<file path="src/rtl/spi_cmd_pkg.sv">
// Shared constants for the SPI command register file: opcodes, header layout,
// FSM state encoding and the saturating error-count helper.
package spi_cmd_pkg;

  localparam logic [3:0] OP_NOP   = 4'h0;
  localparam logic [3:0] OP_WRITE = 4'h1;
  localparam logic [3:0] OP_READ  = 4'h2;

  localparam int unsigned OPC_MSB  = 15;
  localparam int unsigned OPC_LSB  = 12;
  localparam int unsigned LEN_MSB  = 11;
  localparam int unsigned LEN_LSB  = 8;
  localparam int unsigned ADDR_MSB = 7;
  localparam int unsigned ADDR_LSB = 0;

  localparam logic StIdle = 1'b0;
  localparam logic StData = 1'b1;

  localparam logic [7:0] ERR_MAX = 8'hFF;

  function automatic logic [7:0] err_inc(input logic [7:0] cnt);
    return (cnt == ERR_MAX) ? cnt : cnt + 8'd1;
  endfunction

endpackage

</file>
<file path="src/rtl/spi_cmd_watchdog.sv">
// Inter-word watchdog: counts enabled cycles since the last clear and flags
// expiry for as long as the count sits at its limit.
module spi_cmd_watchdog #(
  parameter int unsigned TIMEOUT_CYC = 48000
) (
  input  logic clk,
  input  logic rst,
  input  logic clr,
  input  logic en,
  output logic expire
);

  localparam int unsigned CW = (TIMEOUT_CYC < 2) ? 1 : $clog2(TIMEOUT_CYC);
  localparam logic [CW-1:0] LAST = CW'(TIMEOUT_CYC - 1);

  logic [CW-1:0] cnt_q;

  always_ff @(posedge clk) begin
    if (rst || clr || !en) begin
      cnt_q <= '0;
    end else if (cnt_q != LAST) begin
      cnt_q <= cnt_q + CW'(1);
    end
  end

  // High during the TIMEOUT_CYC-th idle cycle; a word landing that cycle still wins.
  assign expire = en && (cnt_q == LAST);

endmodule

</file>
<file path="src/rtl/spi_cmd_regfile.sv">
// Header/data command decoder writing a bank of 16-bit control registers from
// SPI words, with burst writes, single reads, burst watchdog and error count.
module spi_cmd_regfile
  import spi_cmd_pkg::*;
#(
  parameter int unsigned NREG        = 16,
  parameter int unsigned TIMEOUT_CYC = 48000,
  parameter logic [15:0] RD_INVALID  = 16'hFFFF
) (
  input  logic               clk,
  input  logic               rst,
  input  logic [15:0]        word_in,
  input  logic               word_valid,
  output logic [NREG*16-1:0] reg_out,
  output logic               wr_strobe,
  output logic [7:0]         wr_addr,
  output logic [15:0]        rd_data,
  output logic               busy,
  output logic [7:0]         err_cnt
);

  logic [NREG-1:0][15:0] regs_q;
  logic                  state_q, state_d;
  logic [7:0]            cur_addr_q, cur_addr_d;
  logic [4:0]            rem_q, rem_d;
  logic [7:0]            err_q, err_d;
  logic [15:0]           rd_q, rd_d;
  logic                  wr_strobe_q, wr_strobe_d;
  logic [7:0]            wr_addr_q, wr_addr_d;
  logic                  wr_en;
  logic                  wd_expire;

  logic [3:0]  opc;
  logic [3:0]  hdr_len;
  logic [7:0]  hdr_addr;
  logic [15:0] rd_sel;
  logic        rd_hit;
  logic        wr_hit;

  assign opc      = word_in[OPC_MSB:OPC_LSB];
  assign hdr_len  = word_in[LEN_MSB:LEN_LSB];
  assign hdr_addr = word_in[ADDR_MSB:ADDR_LSB];

  spi_cmd_watchdog #(
    .TIMEOUT_CYC (TIMEOUT_CYC)
  ) u_watchdog (
    .clk    (clk),
    .rst    (rst),
    .clr    (word_valid),
    .en     (state_q == StData),
    .expire (wd_expire)
  );

  // Address decode done by comparison so 8-bit addresses never index past NREG.
  always_comb begin
    rd_sel = RD_INVALID;
    rd_hit = 1'b0;
    wr_hit = 1'b0;
    for (int unsigned i = 0; i < NREG; i++) begin
      if (hdr_addr == 8'(i)) begin
        rd_sel = regs_q[i];
        rd_hit = 1'b1;
      end
      if (cur_addr_q == 8'(i)) begin
        wr_hit = 1'b1;
      end
    end
  end

  always_comb begin
    state_d     = state_q;
    cur_addr_d  = cur_addr_q;
    rem_d       = rem_q;
    err_d       = err_q;
    rd_d        = rd_q;
    wr_strobe_d = 1'b0;
    wr_addr_d   = wr_addr_q;
    wr_en       = 1'b0;
    unique case (state_q)
      StIdle: begin
        if (word_valid) begin
          case (opc)
            OP_NOP: ;
            OP_WRITE: begin
              cur_addr_d = hdr_addr;
              rem_d      = {1'b0, hdr_len} + 5'd1;
              state_d    = StData;
            end
            OP_READ: begin
              rd_d = rd_sel;
              if (!rd_hit) err_d = err_inc(err_q);
            end
            default: err_d = err_inc(err_q);
          endcase
        end
      end
      StData: begin
        if (word_valid) begin
          if (wr_hit) begin
            wr_en       = 1'b1;
            wr_strobe_d = 1'b1;
            wr_addr_d   = cur_addr_q;
          end else begin
            err_d = err_inc(err_q);
          end
          cur_addr_d = cur_addr_q + 8'd1;
          rem_d      = rem_q - 5'd1;
          if (rem_q == 5'd1) state_d = StIdle;
        end else if (wd_expire) begin
          state_d = StIdle;
          err_d   = err_inc(err_q);
        end
      end
    endcase
  end

  always_ff @(posedge clk) begin
    if (rst) begin
      state_q     <= StIdle;
      cur_addr_q  <= '0;
      rem_q       <= '0;
      err_q       <= '0;
      rd_q        <= '0;
      wr_strobe_q <= 1'b0;
      wr_addr_q   <= '0;
    end else begin
      state_q     <= state_d;
      cur_addr_q  <= cur_addr_d;
      rem_q       <= rem_d;
      err_q       <= err_d;
      rd_q        <= rd_d;
      wr_strobe_q <= wr_strobe_d;
      wr_addr_q   <= wr_addr_d;
    end
  end

  always_ff @(posedge clk) begin
    if (rst) begin
      regs_q <= '0;
    end else if (wr_en) begin
      for (int unsigned i = 0; i < NREG; i++) begin
        if (cur_addr_q == 8'(i)) regs_q[i] <= word_in;
      end
    end
  end

  assign reg_out   = regs_q;
  assign wr_strobe = wr_strobe_q;
  assign wr_addr   = wr_addr_q;
  assign rd_data   = rd_q;
  assign busy      = (state_q == StData);
  assign err_cnt   = err_q;

endmodule

</file>
<file path="config.mk">
export PLATFORM = sky130hd
export DESIGN_NAME = spi_cmd_regfile
export DESIGN_NICKNAME = d
export VERILOG_FILES = /design/src/rtl/spi_cmd_pkg.sv /design/src/rtl/spi_cmd_watchdog.sv /design/src/rtl/spi_cmd_regfile.sv
export SDC_FILE = /design/constraint.sdc
export NUM_CORES = 1
export LEC_CHECK = 0
export CORE_AREA = 2 2 225 227
export DETAILED_ROUTE_END_ITERATION = 16
export DIE_AREA = 0 0 227 229
export PLACE_DENSITY = 0.5
export SLEW_MARGIN = 25
export SYNTH_ARGS = -nofsm -noshare
export SYNTH_HDL_FRONTEND = slang
export SYNTH_SLANG_ARGS = --single-unit
</file>
<file path="constraint.sdc">
create_clock -name clk -period 2.3 [get_ports clk]
set_input_delay 0.575 -clock clk [delete_from_list [all_inputs] [get_ports clk]]
set_output_delay 0.575 -clock clk [all_outputs]
set_load 0.1 [all_outputs]
</file>
=== Word-level counts from Yosys, hierarchy flattened ===
Cells that the tools add are included.

* Add/sub/neg operators: 5
* Equal/unequal tests: 43
* Multiplexer cells: 73
* Bitwise gates (word level): 1
* Reductions and logical operators: 28

{| class="wikitable"
|+ Operator list
! operator !! count
|-
| two-way mux 16 bit || 16
|-
| equality test 8 x 4 -> 1 bit (second input constant) || 16
|-
| two-way mux 8 bit || 9
|-
| equality test 8 x 3 -> 1 bit (second input constant) || 8
|-
| case mux 8 bit (2 select lines) || 3
|-
| two-way mux 1 bit || 40
|-
| equality test 8 x 2 -> 1 bit (second input constant) || 4
|-
| AND reduction 2 bit || 16
|-
| adder 16 x 1 -> 16 bit (second input constant) || 1
|-
| adder 8 x 1 -> 8 bit (second input constant) || 2
|-
| equality test 16 bit (second input constant) || 1
|-
| equality test 8 x 1 -> 1 bit (second input constant) || 2
|-
| zero test 8 bit || 2
|-
| != test 16 bit (second input constant) || 1
|-
| two-way mux 5 bit || 3
|-
| case mux 5 bit (2 select lines) || 1
|-
| AND reduction 3 bit || 3
|-
| equality test 8 bit (second input constant) || 1
|-
| != test 2 bit (second input constant) || 3
|-
| != test 3 bit (second input constant) || 2
|-
| adder 4 x 1 -> 5 bit (second input constant) || 1
|-
| equality test 5 x 1 -> 1 bit (second input constant) || 1
|-
| AND reduction 5 bit || 1
|-
| subtractor 5 x 1 -> 5 bit (second input constant) || 1
|-
| 11 further kinds || 12
|}

* Flip-flop bits (word level): 319
* Logic and storage cells: 174

=== Logic depth before layout (Yosys ltp) ===
* Word-level depth: 21
* Depth in mapped cells: 10

=== Cells and area by module ===
A second synthesis with hierarchy kept.

* Cell total of the unflattened synthesis: 1842
* Area, all modules: 14632.8 µm²

{| class="wikitable"
|+ By module, submodules not included
! module !! times used !! cells each !! area an instance (µm²) !! sequential area each (µm²)
|-
| spi_cmd_regfile || 1 || 1755 || 13889.6 || 6065.8
|-
| spi_cmd_watchdog || 1 || 87 || 743.2 || 320.3
|}

=== Worst setup path after synthesis ===
OpenSTA, ideal clock, no wires.

* Path kind: reg2reg
* From: reg state_q, in the netlist busy
* To: reg regs_q (netlist bit reg_out[252])
* Setup time: 0.128 ns
* Data arrival time: 2.431 ns
* Required time: 2.172 ns
* Setup slack: -0.258 ns
* Stages on the path, launching flop included: 9
* Buffers on the path: 3
* Period minus slack after synthesis: 2.558 ns
* Cell sequence: dfxtp_1 nand2_1 nor2_2 buf_6 nand3_1 buf_4 buf_4 mux2i_1 nor2_1

* Longest elaborated chain between the ends: 2

{| class="wikitable"
|+ RTL lines
! what !! line !! RTL
|-
| from (decl) || spi_cmd_regfile.sv:23 || <nowiki>logic state_q, state_d;</nowiki>
|-
| from (signal assigned) || spi_cmd_regfile.sv:119 || <nowiki>state_q <= StIdle;</nowiki>
|-
| from (signal assigned) || spi_cmd_regfile.sv:127 || <nowiki>state_q <= state_d;</nowiki>
|-
| two-way mux 1 bit || spi_cmd_regfile.sv:79 || <nowiki>unique case (state_q)</nowiki>
|-
| AND reduction 2 bit (no source line) || n/a ||
|-
| to (signal, indexed assignment) || spi_cmd_regfile.sv:142 || <nowiki>if (cur_addr_q == 8'(i)) regs_q[i] <= word_in;</nowiki>
|-
| to (decl) || spi_cmd_regfile.sv:22 || <nowiki>logic [NREG-1:0][15:0] regs_q;</nowiki>
|}

Every way passes these cells.
A chain may end at the register's enable or synchronous reset.

=== Final worst setup path ===
* From: in word_in[4]
* To: reg rd_q[0], in the netlist rd_data[0]

* Longest elaborated chain between the ends: 17
* Elaborated cells on any way between the ends: 32
* Those cells by class: eq/ne (15); mux (16); reduce/logical (1)

{| class="wikitable"
|+ RTL lines
! what !! line !! RTL
|-
| from (decl) || spi_cmd_regfile.sv:12 || <nowiki>input logic [15:0] word_in,</nowiki>
|-
| zero test 8 bit || spi_cmd_regfile.sv:60 || <nowiki>if (hdr_addr == 8'(i)) begin</nowiki>
|-
| two-way mux 16 bit (15 in a row) || spi_cmd_regfile.sv:60 ||
|-
| two-way mux 16 bit * || spi_cmd_regfile.sv:60 ||
|-
| to (signal assigned) || spi_cmd_regfile.sv:131 || <nowiki>rd_q <= rd_d;</nowiki>
|-
| to (decl) || spi_cmd_regfile.sv:27 || <nowiki>logic [15:0] rd_q, rd_d;</nowiki>
|}

Mark *: on every way between the ends. The rest lies on a longest branch, timed or not.

==> results.yml <==
routing:
  highest_layer: "met4"
  wl_per_cell_um: 23.9
  ant_nets: 0
  dr_wl_met2_mm: 31.2
  drt-total-wl_mm: 65.0
  vias_per_cell: 5.17
  drtPass1Iterations: 5
  drc_errors: 0
  dr.first_iter.drc_count: 1076
  num_vias: 14100
  wl_met3_mm: 4.08
  wl_met1_mm: 27.7
floorplanning:
  die-area_mm2: 0.0520
  die_y_um: 229
  start_util_pct: 29.6
  rows: 82
  io_pins: 309
  core_area_mm2: 0.0497
  die_w_um: 227
power_and_ir_drop:
  power_mw: 13.0
  pwr_density_cell_mw_per_mm2: 643
  peakVddDrop_mv: 0.431
  cellLeakagePower_nw: 9.93
cells_and_area:
  stdcell_count: 2720
  nNetsFinal: 2048
  drive_gt1_share_pct: 28.9
  areaGrowthSynthToFinish_pct: 37.9
  num_antenna_cells: 0
  fillCellCount: 5015
  fin_area_mm2: 0.0203
critical_path:
  crit_type: "in2reg"
  path_delay_family: "simple AND/OR/NAND/NOR gates"
  start_kind: "primary input"
  cp-end-kind: "flop"
  crit_required_ns: 2.77
  r2r-end: "err_cnt[1]$_SDFFE_PP0P_"
  critPathBufInv: 2
  r2r-start: "cur_addr_q[0]$_SDFFE_PP0P_"
  max_stage_delay_ns: 0.55
  critical_path_arrival_ns: 2.73
  cp_max_fo: 4
  reg2reg_slack_ns: 0.11
  cpMaxStageDelayCell: "or4_4"
  rr_worst_depth: 8
  path_cells: "clkdlybuf4s50_1 > or4_4 > buf_4 > or3_4 > o221ai_2 > a211oi_1 > a211o_1"
min_path:
  hold_path_class: "in2reg"
  hold_path.startpoint: "rst"
  holdPathStages: 2
  whs_endpoint: "reg_out[168]$_SDFFE_PP0P_"
clock_tree:
  numCtsBuffers: 40
  clk_pin_slew_ns: 0.06
  clock-sinks: 319
  cts_root_buffer: "clkbuf_16"
  clkLatencyLatePin_ns: 0.58
  tritoncts: "built"
  cts.path.max_buffers: 3
  ctsHtreeMaxLevel: 2
synthesis:
  async_flop_share_pct: 0
  synth_warnings: 0
  ys_seq_area_share_pct: 43.4
  yosys.area.top_type_share_pct: 43.4
  synth_cells: 1636
  yosys-top-cells-count: "386 x nor2_1, 319 x dfxtp_1, 244 x mux2i_1"
  synth_area_mm2: 0.0147
  synth.most_common_cell: "nor2_1"
  yosysTopAreaCell: "dfxtp_1"
  synth_seq_cells: 319
  syn_area_per_cell_um2: 9.00
  ys.flop_type: "dfxtp_1"
  synth_fp_nets: 1664
  synth-edff-count: 0
  ys_types: 66
  yosys-top-cells-area: "dfxtp_1 43%, mux2i_1 17%, nor2_1 9.8%, mux4_2 3.4%, a21oi_1 3.3%"
timing:
  slew_headroom_pct: 55.3
  setup_viol: 0
  fin_skew_ns: 0.0312
  setup_ws_ns: 0.0400
  tightest_slew_ns: 0.670
  fmax_mhz: 442
  finalHoldViolCount: 0
  slew_viol_final: 0
  grt_setup_unrepaired: "false"
  fin_crit_sh_pct: 98.3
  final.min_clock_period_ns: 2.26
  tns_ns: 0
place:
  dpl_worst_slack_ns: -0.524
  dpl.cell_count: 2648
  dp.final_hpwl_mm: 47.7
  placed_area_mm2: 0.0189
  gp_congestion: 0.883
  io_buffers: 308
global_routing:
  grt_antenna_before_repair: 0
  grt_pass1_vias: 13600
  grt_max_degree: 133
  grt_use_total_pct: 24.5
  overflow: 0
  grt_pass1_wl_mm: 94.1
run_status:
  status: "complete, no violations"
flow_run:
  maxCapViolations: 0
[what timing repair did]
action / CTS / global route
gates cloned: 0 / 1
gates resized for setup: 3 / 4
hold buffers: 0 / 0
setup buffers: 0 / 1
endpoints found under the setup margin: 2 / 9
pin swaps: 0 / 1
[routing by layer]
layer  global-route usage, %  vias up
li1                        -     6528
met1                    31.7     6987
met2                    40.9      442
met3                    4.85       93
met4                    7.90        0
met5                       0        -
[metrics by stage]
stage / utilization [%] / hold slack [ns]
2_1_floorplan: - / 0.476
3_3_place_gp: 38.1 / 0.444
3_5_place_dp: 38.1 / 0.453
4_1_cts: 40.8 / 0.338
5_1_grt: 40.9 / 0.380
6_report: 40.9 / 0.371
[flip-flops by register name (all words and copies together), names as in the netlist]
register / flops
rem_q: 5
u_watchdog.cnt_q: 16
rd_data: 16
reg_out: 256
cur_addr_q: 8
wr_strobe: 1
busy: 1
err_cnt: 8
wr_addr: 8
[logic make-up after synthesis]
| group | Yosys count | synth area share, % |
|---|---|---|
| flip-flops | 319 | 43.4 |
| buffers and inverters | 162 | 5.02 |
| AND/OR/NAND/NOR | 585 | 17.1 |
| AO/OA/AOI/OAI | 263 | 11.5 |
| XOR/XNOR | 16 | 0.952 |
| adder cells (fa/ha/maj) | 9 | 0.765 |
| multiplexers | 282 | 21.2 |
[report_power, final]
| group | internal [mW] | switching (mW) |
|---|---|---|
| logic | 0.361 | 0.667 |
| registers | 5.55 | 0.0244 |
| clock network | 3.88 | 2.57 |
| total | 9.78 | 3.26 |
[worst max path at each step]
stage | startpoint | to | slack, ns | depth (start not counted)
detailed placement | word_in[4] | rd_data[0]$_SDFFE_PP0P_ | -0.52 | 7
finish | word_in[4] | rd_data[0]$_SDFFE_PP0P_ | 0.04 | 7
global route | word_in[4] | rd_data[0]$_SDFFE_PP0P_ | 0.005 | 7
global placement | word_in[4] | rd_data[0]$_SDFFE_PP0P_ | -0.49 | 7
floorplan | word_in[4] | rd_data[13]$_SDFFE_PP0P_ | 0.005 | 7
CTS | cur_addr_q[0]$_SDFFE_PP0P_ | err_cnt[7]$_SDFFE_PP0P_ | 0.04 | 7
[area by class of cell]
cell class	count	area (um2)	area share, %
Clock buffer	61	1180	5.82
Clock inverter	9	134	0.660
Tap cell	672	841	4.14
Sequential cell	319	6390	31.5
Timing Repair Buffer	490	4050	20.0
Multi-Input combinational cell	1156	7650	37.7
Inverter	13	48.8	0.240
[layout by cell type, fill, tap and decap left out, drive strengths merged, types with 22 or more instances in the layout]
cell type / n
buf: 476
nor2: 387
clkbuf: 62
a21oi: 97
o22ai: 24
nand2: 58
mux4: 22
o21ai: 40
nand3: 34
dfxtp: 319
mux2i: 244
Power figures use the tool's default switching activity.
